## config.mk

```make
export PLATFORM = sky130hd
export DESIGN_NAME = alu_pipe
export DESIGN_NICKNAME = d
export VERILOG_FILES = /design/src/rtl/alu_pipe.sv
export SDC_FILE = /design/constraint.sdc
export NUM_CORES = 1
export LEC_CHECK = 0
export ABC_AREA = 0
export CORE_UTILIZATION = 42
export CTS_CLUSTER_SIZE = 16
export DETAILED_ROUTE_END_ITERATION = 10
export PLACE_DENSITY_LB_ADDON = 0.08
export SLEW_MARGIN = 20
export SYNTH_ARGS = -nofsm -noshare
export SYNTH_HDL_FRONTEND = slang
export SYNTH_SLANG_ARGS = --single-unit
```

## constraint.sdc

```tcl
create_clock -name clk -period 18.07 [get_ports clk]
set_clock_uncertainty 0.15 [all_clocks]
set_input_delay 4.5175 -clock clk [delete_from_list [all_inputs] [get_ports clk]]
set_output_delay 4.5175 -clock clk [all_outputs]
set_load 0.01 [all_outputs]
```

## src/rtl/alu_pipe.sv

```systemverilog
// Registered ALU with valid/ready on both sides; single-cycle ops issue back to back,
// MUL runs an iterative shift-add over WIDTH cycles.
module alu_pipe #(
  parameter int WIDTH  = 32,
  parameter bit MUL_EN = 1'b1
) (
  input  logic             clk,
  input  logic             rst_n,
  input  logic             in_valid,
  output logic             in_ready,
  input  logic [WIDTH-1:0] in_a,
  input  logic [WIDTH-1:0] in_b,
  input  logic [3:0]       in_op,
  output logic             out_valid,
  input  logic             out_ready,
  output logic [WIDTH-1:0] out_res,
  output logic             out_fz,
  output logic             out_fc,
  output logic             out_fn,
  output logic             out_fv,
  output logic             out_err,
  output logic [1:0]       dbg_state_o
);
  // Handshake: a transfer occurs on a rising edge with valid && ready on that side;
  // ready never depends on valid, and a stalled output holds all fields stable.
  localparam int SHW = $clog2(WIDTH);

  localparam logic [3:0] OP_ADD = 4'd0, OP_SUB = 4'd1, OP_AND = 4'd2, OP_OR = 4'd3,
                         OP_XOR = 4'd4, OP_SLL = 4'd5, OP_SRL = 4'd6, OP_SRA = 4'd7,
                         OP_SLT = 4'd8, OP_SLTU = 4'd9, OP_MUL = 4'd10;

  typedef enum logic [1:0] {S_IDLE = 2'd0, S_MUL = 2'd1, S_OUT = 2'd2} state_t;

  state_t           state_q, state_d;
  logic             valid_q, valid_d;
  logic [WIDTH-1:0] res_q, res_d;
  logic             fz_q, fz_d, fc_q, fc_d, fn_q, fn_d, fv_q, fv_d, err_q, err_d;
  logic [WIDTH-1:0] a_q, a_d, b_q, b_d, acc_hi_q, acc_hi_d, acc_lo_q, acc_lo_d;
  logic [SHW-1:0]   cnt_q, cnt_d;

  logic [WIDTH:0]   add_ext;
  logic [WIDTH-1:0] sub_res;
  logic [SHW-1:0]   sh;
  logic             is_mul, accept;
  logic [WIDTH-1:0] alu_res;
  logic             alu_c, alu_v, alu_err;
  logic [WIDTH:0]   mul_sum;
  logic [WIDTH-1:0] mul_hi, mul_lo;

  assign add_ext  = {1'b0, in_a} + {1'b0, in_b};
  assign sub_res  = in_a - in_b;
  assign sh       = in_b[SHW-1:0];
  assign is_mul   = MUL_EN && (in_op == OP_MUL);
  assign in_ready = (state_q != S_MUL) && (!valid_q || out_ready);
  assign accept   = in_valid && in_ready;

  // Multiplier bits shift out of b_q LSB-first; the product forms in {acc_hi, acc_lo}.
  assign mul_sum = {1'b0, acc_hi_q} + {1'b0, (b_q[0] ? a_q : {WIDTH{1'b0}})};
  assign mul_hi  = mul_sum[WIDTH:1];
  assign mul_lo  = {mul_sum[0], acc_lo_q[WIDTH-1:1]};

  always_comb begin
    alu_res = '0;
    alu_c   = 1'b0;
    alu_v   = 1'b0;
    alu_err = 1'b0;
    case (in_op)
      OP_ADD: begin
        alu_res = add_ext[WIDTH-1:0];
        alu_c   = add_ext[WIDTH];
        alu_v   = (in_a[WIDTH-1] == in_b[WIDTH-1]) && (add_ext[WIDTH-1] != in_a[WIDTH-1]);
      end
      OP_SUB: begin
        alu_res = sub_res;
        alu_c   = in_a < in_b;
        alu_v   = (in_a[WIDTH-1] != in_b[WIDTH-1]) && (sub_res[WIDTH-1] != in_a[WIDTH-1]);
      end
      OP_AND:  alu_res = in_a & in_b;
      OP_OR:   alu_res = in_a | in_b;
      OP_XOR:  alu_res = in_a ^ in_b;
      OP_SLL:  alu_res = in_a << sh;
      OP_SRL:  alu_res = in_a >> sh;
      OP_SRA:  alu_res = $signed(in_a) >>> sh;
      OP_SLT:  alu_res = {{(WIDTH-1){1'b0}}, ($signed(in_a) < $signed(in_b))};
      OP_SLTU: alu_res = {{(WIDTH-1){1'b0}}, (in_a < in_b)};
      default: alu_err = 1'b1;
    endcase
  end

  always_comb begin
    state_d  = state_q;
    valid_d  = valid_q;
    res_d    = res_q;
    fz_d     = fz_q;
    fc_d     = fc_q;
    fn_d     = fn_q;
    fv_d     = fv_q;
    err_d    = err_q;
    a_d      = a_q;
    b_d      = b_q;
    acc_hi_d = acc_hi_q;
    acc_lo_d = acc_lo_q;
    cnt_d    = cnt_q;
    case (state_q)
      S_IDLE, S_OUT: begin
        if (valid_q && out_ready) begin
          valid_d = 1'b0;
          state_d = S_IDLE;
        end
        if (accept) begin
          if (is_mul) begin
            a_d      = in_a;
            b_d      = in_b;
            acc_hi_d = '0;
            acc_lo_d = '0;
            cnt_d    = '0;
            state_d  = S_MUL;
          end else begin
            valid_d = 1'b1;
            res_d   = alu_res;
            fz_d    = (alu_res == '0);
            fn_d    = alu_res[WIDTH-1];
            fc_d    = alu_c;
            fv_d    = alu_v;
            err_d   = alu_err;
            state_d = S_OUT;
          end
        end
      end
      S_MUL: begin
        b_d      = b_q >> 1;
        acc_hi_d = mul_hi;
        acc_lo_d = mul_lo;
        cnt_d    = cnt_q + SHW'(1);
        if (cnt_q == SHW'(WIDTH - 1)) begin
          valid_d = 1'b1;
          res_d   = mul_lo;
          fz_d    = (mul_lo == '0);
          fn_d    = mul_lo[WIDTH-1];
          fc_d    = |mul_hi;
          fv_d    = 1'b0;
          err_d   = 1'b0;
          state_d = S_OUT;
        end
      end
      default: state_d = S_IDLE;
    endcase
  end

  always_ff @(posedge clk) begin
    if (!rst_n) begin
      state_q  <= S_IDLE;
      valid_q  <= 1'b0;
      res_q    <= '0;
      fz_q     <= 1'b0;
      fc_q     <= 1'b0;
      fn_q     <= 1'b0;
      fv_q     <= 1'b0;
      err_q    <= 1'b0;
      a_q      <= '0;
      b_q      <= '0;
      acc_hi_q <= '0;
      acc_lo_q <= '0;
      cnt_q    <= '0;
    end else begin
      state_q  <= state_d;
      valid_q  <= valid_d;
      res_q    <= res_d;
      fz_q     <= fz_d;
      fc_q     <= fc_d;
      fn_q     <= fn_d;
      fv_q     <= fv_d;
      err_q    <= err_d;
      a_q      <= a_d;
      b_q      <= b_d;
      acc_hi_q <= acc_hi_d;
      acc_lo_q <= acc_lo_d;
      cnt_q    <= cnt_d;
    end
  end

  assign out_valid   = valid_q;
  assign out_res     = res_q;
  assign out_fz      = fz_q;
  assign out_fc      = fc_q;
  assign out_fn      = fn_q;
  assign out_fv      = fv_q;
  assign out_err     = err_q;
  assign dbg_state_o = state_q;
endmodule

```

# After elaboration in Yosys (flattened, before gate mapping)
# Index checks and enable logic that the tools add are counted.
# W data, S select, Z words.
[op_classes]
add_sub_neg = 4
order_cmp = 2
eq_ne = 23
shift = 3
n_mux = 48
bitwise = 3
reduce_logical = 20
[ops]
columns = ["cell", "count"]
rows = [
  ["$pmux W32 S10", 1],
  ["$mux W32", 8],
  ["$pmux W32 S2", 4],
  ["$add A32 B32 Y33", 2],
  ["$logic_not A32 Y1", 2],
  ["$lt A32 B32 Y1", 2],
  ["$and A32 B32 Y32", 1],
  ["$or A32 B32 Y32", 1],
  ["$reduce_or A32 Y1", 1],
  ["$shl A32 B5 Y32", 1],
  ["$shr A32 B5 Y32", 1],
  ["$sshr A32 B5 Y32", 1],
  ["$sub A32 B32 Y32", 1],
  ["$xor A32 B32 Y32", 1],
  ["$mux W1", 19],
  ["$eq A4 B3 Y1 const B", 4],
  ["$pmux W1 S2", 8],
  ["$eq A4 B4 Y1 const B", 3],
  ["$mux W5", 2],
  ["$pmux W5 S2", 1],
  ["$reduce_or A10 Y1", 1],
  ["$eq A4 B2 Y1 const B", 2],
  ["$mux W2", 4],
  ["$ne A2 B2 Y1 const B", 4],
  ["other kinds (20)", 28],
]
[word_totals]
reg_bits = 173
in_bits = 72
output_inout_bits = 41
elab_cells = 116

# Depth between registers and ports, before layout
[logic_depth]
depth_word = 7
depth_mapped = 19
mapped_depth_nobuf = 16

# Worst setup path after synthesis
# OpenSTA, ideal clock, no wires.
[synth_path]
kind = "input -> output"
from = "input out_ready"
to = "output in_ready"
arrival_time_ns = 4.859
setup_slack_ns = 8.544
cell_stages = 2
path_buffers = 0
path_cell_list = "nor2b_1 -> nor2_1"
[synth_between]
elab_chain_cells = 2
[synth_lines]
columns = ["item", "line_no", "text"]
rows = [
  ["start, declared", "15", "input logic out_ready,"],
  ["$logic_or A1 B1 Y1", "54", "assign in_ready = (state_q != S_MUL) && (!valid_q || out_ready);"],
  ["$logic_and A1 B1 Y1", "54", ""],
  ["end, declared", "10", "output logic in_ready,"],
]
# No other way between the ends.

# Final worst setup path
# Ends and elaborated chain as after synthesis.

==> flow_metrics.py <==
metrics = {
    "run_status": {
        "status": "finished, final reports clean",
    },
    "sta": {
        "period_minus_slack_ps": 10570,
        "finalCritPeriodShare_pct": 58.5,
        "fin_setup_tns_ps": 0,
        "fin_ws_ps": 7500,
        "rsz0062_at_grt": "false",
        "report.final.setup_viol": 0,
        "holdWs_ps": 311,
        "hold_viol_final": 0,
        "finalMaxSlewViolations": 0,
        "clock.fmax_ghz": 0.0946,
        "maxSlewHeadroom_pct": 20.3,
        "worstMarginPinSlew_ps": 1190,
    },
    "routing": {
        "drt_iter0_drc": 2447,
        "viasPerCell": 6.66,
        "ant_nets": 0,
        "drt-total-wl_mm": 86.2,
        "wl_per_cell_um": 27.9,
        "drt-pass1-iter-count": 8,
        "remaining_drc_errors": 0,
        "vias": 20600,
    },
    "cts": {
        "clkTransAtPathRegs_ps": 70,
        "cts_resized": 0,
        "clockBufferDepth": 2,
        "clock-sinks": 171,
        "numCtsBuffers": 17,
        "clock_latency_ps": 490,
        "ctsHoldBuffers": 0,
        "cts_tree": "done",
        "clockRootBuffer": "clkbuf_16",
        "post_cts_buffers": 0,
        "cts_max_level": 4,
    },
    "power_and_ir_drop": {
        "finalPower_mw": 1.24,
        "p_per_area_nw_per_um2": 58.9,
        "combinationalPowerShare_pct": 35.8,
        "swShare_pct": 38.8,
        "p_switching_mw": 0.480,
        "ir_drop_mv": 0.0508,
        "intPower_mw": 0.757,
        "p_clk_share_pct": 32.3,
        "leakage_nw": 8.21,
        "pwr-share-seq_pct": 31.9,
    },
    "floorplanning": {
        "rows": 77,
        "die_area_um2": 46000,
        "ios": 113,
        "core_region_area_um2": 44400,
        "die_h_um": 215,
        "start_util_pct": 42.7,
        "die_w_um": 215,
    },
    "grt": {
        "grt_pass1_vias": 19800,
        "grtUsageTotal_pct": 37.0,
        "overflow": 0,
        "antenna_found_initial": 2,
        "grt_max_degree": 90,
        "grt_pass1_wl_mm": 129,
    },
    "cells_and_area": {
        "design_area_um2": 21000,
        "fillers": 4504,
        "nets": 2692,
        "syn2layout_area_growth_pct": 10.6,
        "drive_above_1_share_pct": 8.97,
        "n_antenna_cell": 0,
    },
    "yosys": {
        "synth_cells": 2522,
        "yosys.area_share.simple_pct": 21.7,
        "async_reset_ff_share_pct": 0,
        "synth_cell_type_count": 98,
        "synthMuxAreaShare_pct": 11.5,
        "yosysSeqAreaShare_pct": 18.0,
        "synth_compound_area_share_pct": 30.8,
        "ys_warn_count": 0,
        "synth_fp_nets": 2731,
        "syn_area_um2": 19000,
        "synth_edf_count": 0,
        "ys_ff_latch": 171,
        "synth.avg_cell_area_um2": 7.52,
        "synthAdderAreaFrac_pct": 9.15,
        "synth_xor_area_share_pct": 1.85,
        "synth_flop_cell": "dfxtp_1",
        "synth_top_family_by_area": "compound AO/OA/AOI/OAI gates",
    },
    "setup_path": {
        "cp-start-kind": "input pin",
        "crit_family": "buffers and inverters",
        "endpoint_kind": "output pin",
        "crit_type": "input pin to output pin",
        "crit_fanout": 6,
        "max_stage_delay_ps": 490,
        "required_ps": 13400,
        "crit_path_cell_trace": "clkdlybuf4s50_1 > nor2b_1 > nor2_1 > clkdlybuf4s50_1",
        "critical_path_buf_inv_count": 2,
        "crit_path_frequent_cell": "clkdlybuf4s50_1",
        "critical-path-slowest-cell": "clkdlybuf4s50_1",
        "arrival_ps": 5900,
    },
    "place": {
        "gp_congestion": 1.08,
        "portBuffers": 112,
        "place_hpwl_mm": 63.5,
        "dp_slack_ps": 7520,
        "postPlaceCellArea_um2": 20400,
    },
    "run": {
        "drv_cap": 0,
    },
    "hold_path": {
        "hold_class": "flip-flop to flip-flop",
    },
}
[state kept, by name, indices dropped and copies added, names as in the netlist, 2 cells and up]
signal	cells
a_q	32
acc_hi_q	32
acc_lo_q	31
b_q	32
cnt_q	5
dbg_state_o	2
out_res	32
[metrics by stage]
step	utilization, %	instances
2_1_floorplan	-	2522
3_3_place_gp	45.8	3056
3_5_place_dp	45.8	3056
4_1_cts	47.2	3088
5_1_grt	47.2	3088
6_report	47.2	3088
[worst paths after layout]
path | startpoint | to | slack [ps] | cells past startpoint
setup / recovery | out_ready | in_ready | 7500 | 4
hold / removal | a_q[18] | a_q[18] | 310 | 2
setup reg to reg | dbg_state_o[0] | out_fc | 12910 | 13
hold reg to reg | a_q[18] | a_q[18] | 310 | 2
[routing by layer]
layer,GRT usage [%],vias to the layer above,wire length (um)
li1,-,9242,-
met1,48.2,10100,36400
met2,58.5,1062,38300
met3,7.01,205,7170
met4,17.9,0,4310
met5,0,-,0
[cells in the final DEF (no fill, tap or decap), types with 15 or more instances in the layout]
cell             count
o21a_1              22
mux4_2              59
a21oi_1            184
a22oi_1             24
a211oi_1            36
buf_4               53
xnor2_1             32
o211ai_1            64
o22ai_1             19
mux2i_1             51
dfxtp_1            171
clkbuf_16           17
nand2b_1            16
a21o_1              23
a21boi_0            74
nand2_1            306
nand3_1             77
nor2_1             170
ha_1               134
o21ai_0            169
nand4_1             24
nor4_1              28
inv_1              107
and2_1              65
o211a_1             36
mux2_2              30
nor3_1              45
nor2b_1             41
clkdlybuf4s50_1    106
a31oi_1             15
[synthesized netlist by cell type (15+ instances only)]
| master | number | share of area [%] |
|---|---|---|
| nand2_1 | 306 | 6.1 |
| a21oi_1 | 184 | 4.9 |
| dfxtp_1 | 171 | 18 |
| nor2_1 | 171 | 3.4 |
| o21ai_0 | 169 | 4.5 |
| clkbuf_1 | 168 | 3.3 |
| ha_1 | 134 | 8.8 |
| inv_1 | 107 | 2.1 |
| nand3_1 | 77 | 2.0 |
| a21boi_0 | 74 | 2.9 |
| and2_1 | 65 | 2.1 |
| o211ai_1 | 64 | 2.5 |
| mux4_2 | 59 | 7.0 |
| mux2i_1 | 51 | 2.7 |
| nor3_1 | 46 | 1.2 |
| nor2b_1 | 42 | 1.4 |
| a211oi_1 | 36 | 1.4 |
| o211a_1 | 36 | 1.9 |
| xnor2_1 | 32 | 1.5 |
| mux2_2 | 30 | 1.8 |
| nor4_1 | 29 | 0.96 |
| a22oi_1 | 24 | 0.95 |
| nand4_1 | 24 | 0.79 |
| a21o_1 | 23 | 0.91 |
| buf_1 | 22 | 0.44 |
| o21a_1 | 22 | 0.87 |
| buf_2 | 21 | 0.55 |
| o22ai_1 | 19 | 0.63 |
| nand2b_1 | 17 | 0.56 |
| a31oi_1 | 15 | 0.49 |
| or3_1 | 15 | 0.49 |
[tightest hold or removal path, stage by stage (launching register included)]
cell and delay (ps):
dfxtp_1 310, nand2_1 40, a21boi_0 60
[power groups by stage]
stage | logic [mW] | registers (mW) | clock network, mW
2_1_floorplan | 0.262 | 0.404 | 0
3_3_place_gp | 0.428 | 0.403 | 0
3_5_place_dp | 0.427 | 0.403 | 0
4_1_cts | 0.428 | 0.394 | 0.411
5_1_grt | 0.465 | 0.395 | 0.423
6_report | 0.442 | 0.394 | 0.400
[area by class of cell]
cell class / instances / area (um2) / share of cell area, %
Multi-Input combinational cell: 2021 / 14300 / 68.2
Sequential cell: 171 / 3420 / 16.3
Timing Repair Buffer: 163 / 1480 / 7.05
Tap cell: 592 / 741 / 3.53
Clock buffer: 17 / 425 / 2.03
Inverter: 109 / 409 / 1.95
Clock inverter: 15 / 196 / 0.936
[logic make-up after synthesis]
logic type      after synthesis
flops                       171
simple gates                856
buf+inv                     330
mux                         141
xor+xnor                     40
compound gates              847
fa+ha+maj                   137
No activity file was read; power rests on OpenSTA's default activity.
